## src/rtl/rat_pipe_pkg.sv

```systemverilog
// Shared types for the branch predictor: counter states, shadow-pipe slot and defaults.
// Latency: n/a (types and a pure function only).
// Backpressure: n/a.
package rat_pipe_pkg;

   localparam int PC_WIDTH_DEFAULT       = 10;
   localparam int BTB_INDEX_BITS_DEFAULT = 4;

   typedef enum logic [1:0] {
      STRONG_NT = 2'd0,
      WEAK_NT   = 2'd1,
      WEAK_T    = 2'd2,
      STRONG_T  = 2'd3
   } ctr_t;

   // One prediction travelling alongside its instruction.
   // The slot is sized by PC_WIDTH_DEFAULT.
   // Any top that uses it must keep PC_WIDTH at that default.
   typedef struct packed {
      logic                        valid;
      logic [PC_WIDTH_DEFAULT-1:0] pc;
      logic                        pred_taken;
      logic [PC_WIDTH_DEFAULT-1:0] pred_target;
   } pred_slot_t;

   // Saturating step: taken moves one state up, not-taken moves one state down.
   function automatic ctr_t ctr_next(input ctr_t cur, input logic taken);
      ctr_t nxt;
      nxt = cur;
      if (taken) begin
         if (cur != STRONG_T) nxt = ctr_t'(cur + 2'd1);
      end else begin
         if (cur != STRONG_NT) nxt = ctr_t'(cur - 2'd1);
      end
      return nxt;
   endfunction

endpackage

```

## src/rtl/btb_table.sv

```systemverilog
// Direct-mapped branch target buffer with 2-bit saturating counters.
// Latency: read 0 cycles (combinational); write takes effect on the next clk edge.
// Backpressure: none; a write is accepted every cycle wr_en is high.
// Ports: rd_pc -> rd_hit/rd_taken/rd_target ; wr_en/wr_pc/wr_taken/wr_target train one entry.
module btb_table
   import rat_pipe_pkg::*;
#(
   parameter int PC_WIDTH   = PC_WIDTH_DEFAULT,
   parameter int INDEX_BITS = BTB_INDEX_BITS_DEFAULT,
   parameter int TAG_BITS   = PC_WIDTH - INDEX_BITS
) (
   input  logic                clk,
   input  logic                reset_n,
   input  logic [PC_WIDTH-1:0] rd_pc,
   output logic                rd_hit,
   output logic                rd_taken,
   output logic [PC_WIDTH-1:0] rd_target,
   input  logic                wr_en,
   input  logic [PC_WIDTH-1:0] wr_pc,
   input  logic                wr_taken,
   input  logic [PC_WIDTH-1:0] wr_target
);

   localparam int ENTRIES = 1 << INDEX_BITS;

   logic [ENTRIES-1:0]  valid_q;
   ctr_t                ctr_q    [ENTRIES];
   logic [TAG_BITS-1:0] tag_q    [ENTRIES];
   logic [PC_WIDTH-1:0] target_q [ENTRIES];

   logic [INDEX_BITS-1:0] rd_idx;
   logic [INDEX_BITS-1:0] wr_idx;
   logic [TAG_BITS-1:0]   rd_tag;
   logic [TAG_BITS-1:0]   wr_tag;
   logic                  wr_hit;

   assign rd_idx = rd_pc[INDEX_BITS-1:0];
   assign rd_tag = rd_pc[PC_WIDTH-1:INDEX_BITS];
   assign wr_idx = wr_pc[INDEX_BITS-1:0];
   assign wr_tag = wr_pc[PC_WIDTH-1:INDEX_BITS];

   // Reads see the pre-edge contents.
   // A same-cycle write to the read index is therefore not forwarded.
   assign rd_hit    = valid_q[rd_idx] && (tag_q[rd_idx] == rd_tag);
   assign rd_taken  = (ctr_q[rd_idx] == WEAK_T) || (ctr_q[rd_idx] == STRONG_T);
   assign rd_target = target_q[rd_idx];

   assign wr_hit = valid_q[wr_idx] && (tag_q[wr_idx] == wr_tag);

   always_ff @(posedge clk or negedge reset_n) begin
      if (!reset_n) begin
         valid_q <= '0;
         for (int i = 0; i < ENTRIES; i++) ctr_q[i] <= WEAK_NT;
      end else if (wr_en) begin
         if (wr_hit) begin
            ctr_q[wr_idx] <= ctr_next(ctr_q[wr_idx], wr_taken);
         end else if (wr_taken) begin
            valid_q[wr_idx] <= 1'b1;
            ctr_q[wr_idx]   <= WEAK_T;
         end
      end
   end

   // Tag and target need no reset: they are only meaningful while valid is set.
   // On a tag hit the rewrite of the tag leaves it unchanged.
   always_ff @(posedge clk) begin
      if (reset_n && wr_en && wr_taken) begin
         tag_q[wr_idx]    <= wr_tag;
         target_q[wr_idx] <= wr_target;
      end
   end

endmodule

```

## src/rtl/branch_predictor.sv

```systemverilog
// Branch prediction at fetch, a two-slot shadow pipe to execute, and miss detection with table training.
// Latency: prediction 0 cycles; resolution 0 cycles in the ex_branch cycle; training lands on that cycle's edge.
// Backpressure: pipe_stall holds both shadow slots; a miss flushes them regardless of stall.
// Ports: fetch_pc/fetch_valid -> predicted_branch_taken/predicted_target ;
//        ex_branch/ex_taken/ex_target -> branch_miss/correct_pc ; pipe_stall and dec_nop track the pipeline.
module branch_predictor
   import rat_pipe_pkg::*;
#(
   parameter int PC_WIDTH   = PC_WIDTH_DEFAULT,
   parameter int INDEX_BITS = BTB_INDEX_BITS_DEFAULT,
   parameter int TAG_BITS   = PC_WIDTH - INDEX_BITS
) (
   input  logic                clk,
   input  logic                reset_n,
   input  logic [PC_WIDTH-1:0] fetch_pc,
   input  logic                fetch_valid,
   input  logic                pipe_stall,
   input  logic                dec_nop,
   input  logic                ex_branch,
   input  logic                ex_taken,
   input  logic [PC_WIDTH-1:0] ex_target,
   output logic                predicted_branch_taken,
   output logic [PC_WIDTH-1:0] predicted_target,
   output logic                branch_miss,
   output logic [PC_WIDTH-1:0] correct_pc
);

   logic                rd_hit;
   logic                rd_taken;
   logic [PC_WIDTH-1:0] rd_target;
   logic                carried;
   logic                miss_raw;
   pred_slot_t          fd_slot;
   pred_slot_t          de_slot;

   btb_table #(
      .PC_WIDTH   (PC_WIDTH),
      .INDEX_BITS (INDEX_BITS),
      .TAG_BITS   (TAG_BITS)
   ) u_btb (
      .clk       (clk),
      .reset_n   (reset_n),
      .rd_pc     (fetch_pc),
      .rd_hit    (rd_hit),
      .rd_taken  (rd_taken),
      .rd_target (rd_target),
      .wr_en     (ex_branch),
      .wr_pc     (de_slot.pc),
      .wr_taken  (ex_taken),
      .wr_target (ex_target)
   );

   assign predicted_branch_taken = fetch_valid && rd_hit && rd_taken;
   assign predicted_target       = rd_hit ? rd_target : '0;

   // An empty execute slot counts as a not-taken prediction.
   assign carried  = de_slot.valid && de_slot.pred_taken;
   assign miss_raw = ex_branch &&
                     ((carried != ex_taken) ||
                      (ex_taken && carried && (de_slot.pred_target != ex_target)));

   // Outputs are forced to their idle values while reset is asserted.
   // This holds even if execute inputs are still active during reset.
   assign branch_miss = reset_n && miss_raw;
   always_comb begin
      correct_pc = '0;
      if (reset_n) begin
         correct_pc = ex_taken ? ex_target : de_slot.pc + {{(PC_WIDTH-1){1'b0}}, 1'b1};
      end
   end

   always_ff @(posedge clk or negedge reset_n) begin
      if (!reset_n) begin
         fd_slot <= '0;
         de_slot <= '0;
      end else if (branch_miss) begin
         fd_slot.valid <= 1'b0;
         de_slot.valid <= 1'b0;
      end else if (!pipe_stall) begin
         fd_slot.valid       <= fetch_valid;
         fd_slot.pc          <= fetch_pc;
         fd_slot.pred_taken  <= predicted_branch_taken;
         fd_slot.pred_target <= predicted_target;
         de_slot             <= fd_slot;
         if (dec_nop) de_slot.valid <= 1'b0;
      end
   end

endmodule
```

## config.mk

```make
export PLATFORM = sky130hd
export DESIGN_NAME = branch_predictor
export DESIGN_NICKNAME = d
export VERILOG_FILES = /design/src/rtl/rat_pipe_pkg.sv /design/src/rtl/btb_table.sv /design/src/rtl/branch_predictor.sv
export SDC_FILE = /design/constraint.sdc
export NUM_CORES = 1
export LEC_CHECK = 0
export ABC_AREA = 1
export CAP_MARGIN = 15
export CORE_ASPECT_RATIO = 0.7
export CORE_UTILIZATION = 50
export CTS_BUF_LIST = sky130_fd_sc_hd__clkbuf_8
export CTS_CLUSTER_DIAMETER = 40
export DETAILED_ROUTE_END_ITERATION = 8
export PLACE_DENSITY = 0.71
export SYNTH_ARGS = -nofsm -noshare
export SYNTH_HDL_FRONTEND = slang
export SYNTH_SLANG_ARGS = --single-unit
```

## constraint.sdc

```tcl
create_clock -name clk -period 5.8 [get_ports clk]
set_clock_uncertainty 0.2 [all_clocks]
set_input_delay 1.16 -clock clk [delete_from_list [all_inputs] [get_ports clk]]
set_output_delay 1.16 -clock clk [all_outputs]
set_load 0.05 [all_outputs]
```

==> run metrics, run 1 <==
clk root buf clkbuf_8; Post-Synthesis Cell Area 16600 um2; Synth top area share 46.4%; area occupied by multi-input gates 5360 um2; Period minus WS final 5.35 ns; RSZ-0062 raised after global routing false; Final Cycle Share 92.2%; initial antenna violation count 1; Post-DP HPWL 28.3 mm; fmax 187 MHz; synth-to-layout area growth 12.5%; CTS tree yes; Post-synth EDFFs 256; pin count of the biggest net entering global routing 160; layout cell share with drive strength beyond 1 9.61%; status finished, final reports clean; endpoints failing setup 0; Pre-antenna DRT Iters 6; Layout Nets 1874; placed cell count 2216; post-cts sizing count 0; core region area 32400 um2; count leader, synth nand2_1; Hold Path Depth 2; CTS hold repair buffers 0; Critical R2R Capture u_btb.ctr_q[7]; hold crit path type flip-flop to flip-flop; power density cells 308 nW/um2; kind of critical path input pin to output pin; GRT overflow 0; CP Capture Type output pin; number of global-route vias before repair 12623; die area 33900 um2; Rel. slew slack 18.9%; # port buffers 48; post-CTS setup buffer count 0; Synth Net Count 1831; Post-Route Setup TNS 0 ns; Final Non-Filler Cells 2311; Post-Syn Instances 1799; MaxCap Viol Count 0; DR iter-0 viols 1627; Post-synth top flop edfxtp_1; Synth top cells by count nand2_1, edfxtp_1, inv_1; CP arrival 3.99 ns; Reg area 10000 um2; Starting Density 51.1%; wire length per cell 20.8 um; Hold Crit Endpoint u_btb.ctr_q[16]; Cell Rows 55; Clock Latency Late Sink 0.62 ns; all-layer global routing usage 28.7%; ant diodes 0; Synth area leader edfxtp_1; Netlist cell types 36; post-synthesis register bit count 348; actual slew at the worst max-slew pin 1.21 ns; Yosys warning count 0; CTS buffer count 51; fillcell total 2794; sequential share of the synthesized area 60.5%; R2R cell count 18; DRC errors left 0; Post-Route WL 48.1 mm; CTS sink count 348; Peak VDD IR 0.000337 V; CP startpoint kind input pin; Slew Viols, Final 0; FF-to-FF Start de_slot[11]; vias post-DR 13316; reg-to-reg setup timing slack 2.05 ns; H-Tree Depth 2; CP required 4.44 ns; Post-Syn Area per Cell 9.20 um2; Final ANT Viol Nets 0; num ports 49; Max clock buf depth 3; Die X 219 um; final hold violations 0; Post-synth ARST share 26.4%; via density per instance 5.76; first-pass GRT wire length 72.9 mm; Reg clk slew, reported paths 0.06 ns; largest cells by area after synthesis edfxtp_1, dfrtp_1, nand2_1, nand3_1, a21oi_1; min-delay src u_btb.ctr_q[16]; Leakage 0.00783 uW; routability cong. 0.914; Crit Path Max Fanout 51; die height 154 um
## how the worst max path moves through the flow
stage | from | to | slack, ns
3_3_place_gp | fetch_pc[0] | predicted_target[8] | 0.55
4_1_cts | fetch_pc[0] | predicted_target[8] | 0.49
2_1_floorplan | fetch_pc[0] | predicted_branch_taken | 1.12
5_1_grt | fetch_pc[0] | predicted_target[8] | 0.22
3_5_place_dp | fetch_pc[0] | predicted_target[8] | 0.50
6_report | fetch_pc[0] | predicted_target[8] | 0.45
## cells by family after synthesis
| kind of cell | Yosys count | share of synthesized area (%) |
|---|---|---|
| flip-flops | 348 | 60.5 |
| adder cells (fa/ha/maj) | 5 | 0.378 |
| AO/OA/AOI/OAI | 346 | 11.5 |
| XOR/XNOR | 15 | 0.794 |
| AND/OR/NAND/NOR | 789 | 19.4 |
| buffers and inverters | 296 | 7.44 |
## sequential cells by signal (all words and copies together) (netlist names)
name / count
u_btb.valid_q: 16
u_btb.target_q: 160
u_btb.tag_q: 96
de_slot: 22
u_btb.ctr_q: 32
fd_slot: 22
## critical path: stages
cell,delay (ns)
buf_4,0.11
clkinv_2,0.55
a21oi_1,0.35
o21ai_0,0.13
nand3_1,0.10
nand3_1,0.07
nand2_1,0.08
xor2_1,0.21
nand3_1,0.10
nor2_1,0.27
buf_4,0.28
inv_2,0.12
a21oi_1,0.23
buf_12,0.17
## power breakdown
group          switching, uW  total, uW  internal [uW]
clock network            986       1970            987
registers                105       2900           2800
logic                    606        859            253
total                   1700       5730           4040
## placed cells by master, fill, tap and decap left out, drive strengths merged, types with 32 or more instances in the layout
| cell type | count |
|---|---|
| inv | 213 |
| clkdlybuf4s50 | 33 |
| nor2 | 122 |
| a21oi | 143 |
| dfrtp | 76 |
| buf | 63 |
| edfxtp | 256 |
| nand3 | 146 |
| o21ai | 150 |
| a221oi | 32 |
| clkbuf | 59 |
| nand2 | 494 |
## through the flow
stage          total power (uW)  instance area, um2  setup WS, ns  hold slack, ns  util [%]
2_1_floorplan              3490               16600          1.12           0.239         -
3_3_place_gp               3770               17600         0.549           0.248      54.3
3_5_place_dp               3790               17600         0.496           0.253      54.3
4_1_cts                    5740               18600         0.487           0.262      57.5
5_1_grt                    5950               18600         0.222           0.273      57.5
6_report                   5730               18600         0.452           0.261      57.5
## routing by layer
layer	share of wire [%]	global-route usage [%]	wire length (um)	vias up
met2	45	43.9	21400	728
met3	10	5.94	4910	124
met1	42	40.8	20300	6334
met4	3.0	9.99	1470	2
met5	0.025	0	12	-
li1	-	-	-	6128
## final cells by class
type / count / area share [%]
Clock buffer: 59 / 4.36
Clock inverter: 36 / 1.12
Inverter: 190 / 3.84
Multi-Input combinational cell: 1155 / 28.8
Sequential cell: 348 / 53.8
Tap cell: 427 / 2.87
Timing Repair Buffer: 96 / 5.29
(Power assumes the default switching activity.)
==> run 2, diff against run 1 <==
- CORE_MARGIN: unset -> 4
- CORE_UTILIZATION: 50 -> 46
- MAX_ROUTING_LAYER: unset -> met4
- PLACE_DENSITY: 0.71 -> 0.66
==> run metrics, run 2 (synthesis results as in run 1) <==
clock power share 33.8%; RSZ-0062 raised after global routing false; Layout Nets 1874; CP startpoint kind input pin; number of global-route vias before repair 12876; first-pass GRT wire length 75.8 mm; CTS hold repair buffers 0; fmax 180 MHz; H-Tree Depth 2; DRC errors left 0; Sw Pwr 1680 uW; MaxCap Viol Count 0; initial antenna violation count 0; Reg area 10000 um2; status finished, final reports clean; CTS sink count 348; power density cells 305 nW/um2; Leakage 0.00780 uW; Comb pwr share 15.2%; CTS buffer count 51; Max clock buf depth 3; Sequential Power Share 51.1%; Rel. slew slack 38.6%; clk root buf clkbuf_8; Reg clk slew, reported paths 0.07 ns; FF-to-FF Start de_slot[11]; Critical R2R Capture u_btb.ctr_q[3]; vias post-DR 13177; Crit Path Max Fanout 43; hold crit path type input pin to async pin; DR iter-0 viols 1572; Final ANT Viol Nets 0; Post-Route Setup TNS 0 ns; endpoints failing setup 0; sw frac 29.6%; via density per instance 5.60; Starting Density 47.2%; top flop regs u_btb.target_q (160), u_btb.tag_q (96), u_btb.ctr_q (32); actual slew at the worst max-slew pin 0.921 ns; final core utilization 53.1%; num ports 49; Cell Rows 57; reg-to-reg setup timing slack 2.15 ns; pin count of the biggest net entering global routing 160; routability cong. 0.904; Clock Latency Late Sink 0.63 ns; layout cell share with drive strength beyond 1 9.14%; Final Cycle Share 95.6%; GRT overflow 0; area occupied by multi-input gates 5380 um2; Die X 235 um; Period minus WS final 5.54 ns; Largest register FFs 160; Peak VDD IR 0.000193 V; R2R cell count 17; die height 167 um; Post-DP HPWL 28.5 mm; CP arrival 4.18 ns; P_int 4000 uW; die area 39100 um2; most common cell after layout, fill and taps aside nand2_1; fillcell total 3188; commonest non-fill, non-tap cells in the layout nand2_1, edfxtp_1, inv_1; CP Capture Type output pin; CTS tree yes; all-layer global routing usage 25.5%; Post-Route WL 49.1 mm; post-cts sizing count 0; Slew Viols, Final 0; # port buffers 48; CP required 4.44 ns; ant diodes 0; post-CTS setup buffer count 0; wire length per cell 20.8 um; largest register by flop count u_btb.target_q; synth-to-layout area growth 12.5%; core region area 35100 um2; final hold violations 0; kind of critical path input pin to output pin; Pre-antenna DRT Iters 5
## run 2: worst max-delay path by stage
stage	from	end	slack, ns	cells after the start
2_1_floorplan	fetch_pc[0]	predicted_branch_taken	1.12	15
5_1_grt	fetch_pc[0]	predicted_target[8]	0.08	14
4_1_cts	fetch_pc[0]	predicted_target[8]	0.39	14
3_5_place_dp	fetch_pc[0]	predicted_target[8]	0.40	14
6_report	fetch_pc[0]	predicted_target[8]	0.26	14
3_3_place_gp	fetch_pc[0]	predicted_target[8]	0.46	14
## run 2: cell type report
cell class	instances	share of cell area, %
clock buffer	57	4.21
clock inverter	36	0.987
inverter	190	3.84
multi-input combinational	1155	28.9
sequential	348	53.7
tap	472	3.17
timing repair buffer	96	5.16
## run 2: power by group through the flow
stage / combinational [uW] / sequential (uW) / clock (uW)
after floorplan: 585 / 2900 / 0
after global placement: 833 / 2940 / 0
after detailed placement: 847 / 2950 / 0
after CTS: 850 / 2900 / 1950
after global routing: 957 / 2910 / 2070
final: 860 / 2900 / 1920
## run 2: through the flow
step | worst slack, ns | total power (uW) | hold slack [ns] | instance area (um2) | cells
after floorplan | 1.12 | 3490 | 0.239 | 16600 | 1799
after global placement | 0.465 | 3780 | 0.249 | 17700 | 2261
after detailed placement | 0.401 | 3790 | 0.253 | 17700 | 2261
after CTS | 0.395 | 5700 | 0.242 | 18600 | 2354
after global routing | 0.0835 | 5940 | 0.260 | 18600 | 2354
final | 0.257 | 5680 | 0.260 | 18600 | 2354
## run 2: routing by layer
metal / vias up / wire length (um) / track usage (%)
li1: 6122 / - / -
met1: 6260 / 21100 / 35.0
met2: 693 / 21600 / 37.9
met3: 102 / 4980 / 6.12
met4: 0 / 1400 / 7.91
met5: - / 0 / -
## run 2: worst max-delay path, cell delays in order
cell	delay (ns)
buf_4	0.10
clkinv_2	0.49
a21oi_1	0.36
o21ai_0	0.13
nand3_1	0.11
nand3_1	0.11
nand3_1	0.09
nand2_1	0.06
nor3_1	0.25
nand2_1	0.11
nor2_1	0.47
inv_2	0.20
a21oi_1	0.31
buf_12	0.18
==> run 3, diff against run 2 <==
- clock period: 5.8 -> 6.7 ns (I/O delays scaled with it)
==> run metrics, run 3 (synthesis results as in run 1) <==
status finished, final reports clean; Final ANT Viol Nets 0; commonest non-fill, non-tap cells in the layout nand2_1, edfxtp_1, inv_1; Post-DP HPWL 27.3 mm; CTS sink count 348; routability cong. 0.877; Post-Route WL 47.6 mm; Peak VDD IR 0.000195 V; CTS buffer count 51; H-Tree Depth 2; endpoints failing setup 0; Crit Path Max Fanout 78; post-CTS setup buffer count 0; critical path, cell by cell buf_2, buf_4, o211ai_1, nand3_1, nand3_1, nand2_1, nor2_1, nor3_1, nand2_1, nor2_1, inv_2, a21oi_1, buf_12; kind of critical path input pin to output pin; top flop regs u_btb.target_q (160), u_btb.tag_q (96), u_btb.ctr_q (32); CTS tree yes; cell family contributing the most delay on the critical path buffers and inverters; GRT overflow 0; Final Cycle Share 87.1%; Period minus WS final 5.84 ns; RSZ-0062 raised after global routing false; fmax 171 MHz; Worst path slowest cell buf_4; actual slew at the worst max-slew pin 1.06 ns; Max clock buf depth 3; MaxCap Viol Count 0; all-layer global routing usage 24.8%; Largest register FFs 160; final hold violations 0; fillcell total 3161; Post-Route Setup TNS 0 ns; Reg area 10000 um2; Final Non-Filler Cells 2344; CP arrival 4.30 ns; Leakage 0.00776 uW; num ports 49; post-cts sizing count 0; Layout Nets 1860; Clock Latency Late Sink 0.63 ns; Total Power 4940 uW; Pre-antenna DRT Iters 8; placed cell count 2247; crit-path max cell delay 0.76 ns; die height 167 um; power density cells 266 nW/um2; crit path buf inv count 4; synth-to-layout area growth 12.1%; final hold slack 0.260 ns; largest register by flop count u_btb.target_q; Cell Rows 57; CP required 5.16 ns; via density per instance 5.58; CP startpoint kind input pin; core region area 35100 um2; Rel. slew slack 29.4%; Starting Density 47.2%; area occupied by multi-input gates 5380 um2; first-pass GRT wire length 73.6 mm; Slew Viols, Final 0; pin count of the biggest net entering global routing 160; hold crit path type flip-flop to flip-flop; number of global-route vias before repair 12644; clk root buf clkbuf_8; DR iter-0 viols 1672; CTS hold repair buffers 0; wire length per cell 20.3 um; CP Capture Type output pin; initial antenna violation count 1; most common cell after layout, fill and taps aside nand2_1; vias post-DR 13087; layout cell share with drive strength beyond 1 8.87%; DRC errors left 0; # port buffers 48; die area 39100 um2; Reg clk slew, reported paths 0.06 ns; Die X 235 um
[run 3: path summary, 6_finish.rpt]
kind / from / slack (ns) / to / cells past startpoint
hold reg to reg: u_btb.ctr_q[10] / 0.26 / u_btb.ctr_q[10] / 2
max in group asynchronous: reset_n / 4.57 / de_slot[11] / 2
setup reg to reg: de_slot[11] / 2.97 / u_btb.ctr_q[23] / 17
setup / recovery: fetch_pc[1] / 0.86 / predicted_target[8] / 13
hold / removal: u_btb.ctr_q[10] / 0.26 / u_btb.ctr_q[10] / 2
min in group asynchronous: reset_n / 0.44 / fd_slot[14] / 1
[run 3: metrics by stage]
step,utilization (%),area (um2),worst slack [ns]
finish,52.9,18600,0.865
global route,52.9,18600,0.723
CTS,52.9,18600,0.922
detailed placement,50.0,17600,0.927
global placement,50.0,17600,0.899
floorplan,-,16600,1.66
[run 3: power by group]
| group | total, uW | switching (uW) | internal [uW] |
|---|---|---|---|
| Combinational | 749 | 533 | 216 |
| Clock | 1690 | 853 | 841 |
| Sequential | 2500 | 78.7 | 2420 |
| Total | 4940 | 1460 | 3480 |
[run 3: tightest hold or removal path, stage by stage, from the launching register on]
cell     delay, ns
dfstp_2       0.36
nand2_1       0.05
nand2_1       0.04
[run 3: per-layer routing]
layer	global-route usage (%)	up-vias	part of all wire, %
met5	-	-	0
met4	7.60	0	2.8
met3	5.01	105	9.2
met2	36.9	620	45
met1	34.6	6253	43
li1	-	6109	-
[run 3: final cells by class]
type,instances,area share (%)
diodes,1,0.0135
flip-flops and latches,348,53.9
well taps,472,3.18
multi-input cells,1155,29.0
clock buffers,58,4.30
inverters,190,3.85
repair buffers,82,4.61
clock inverters,38,1.13
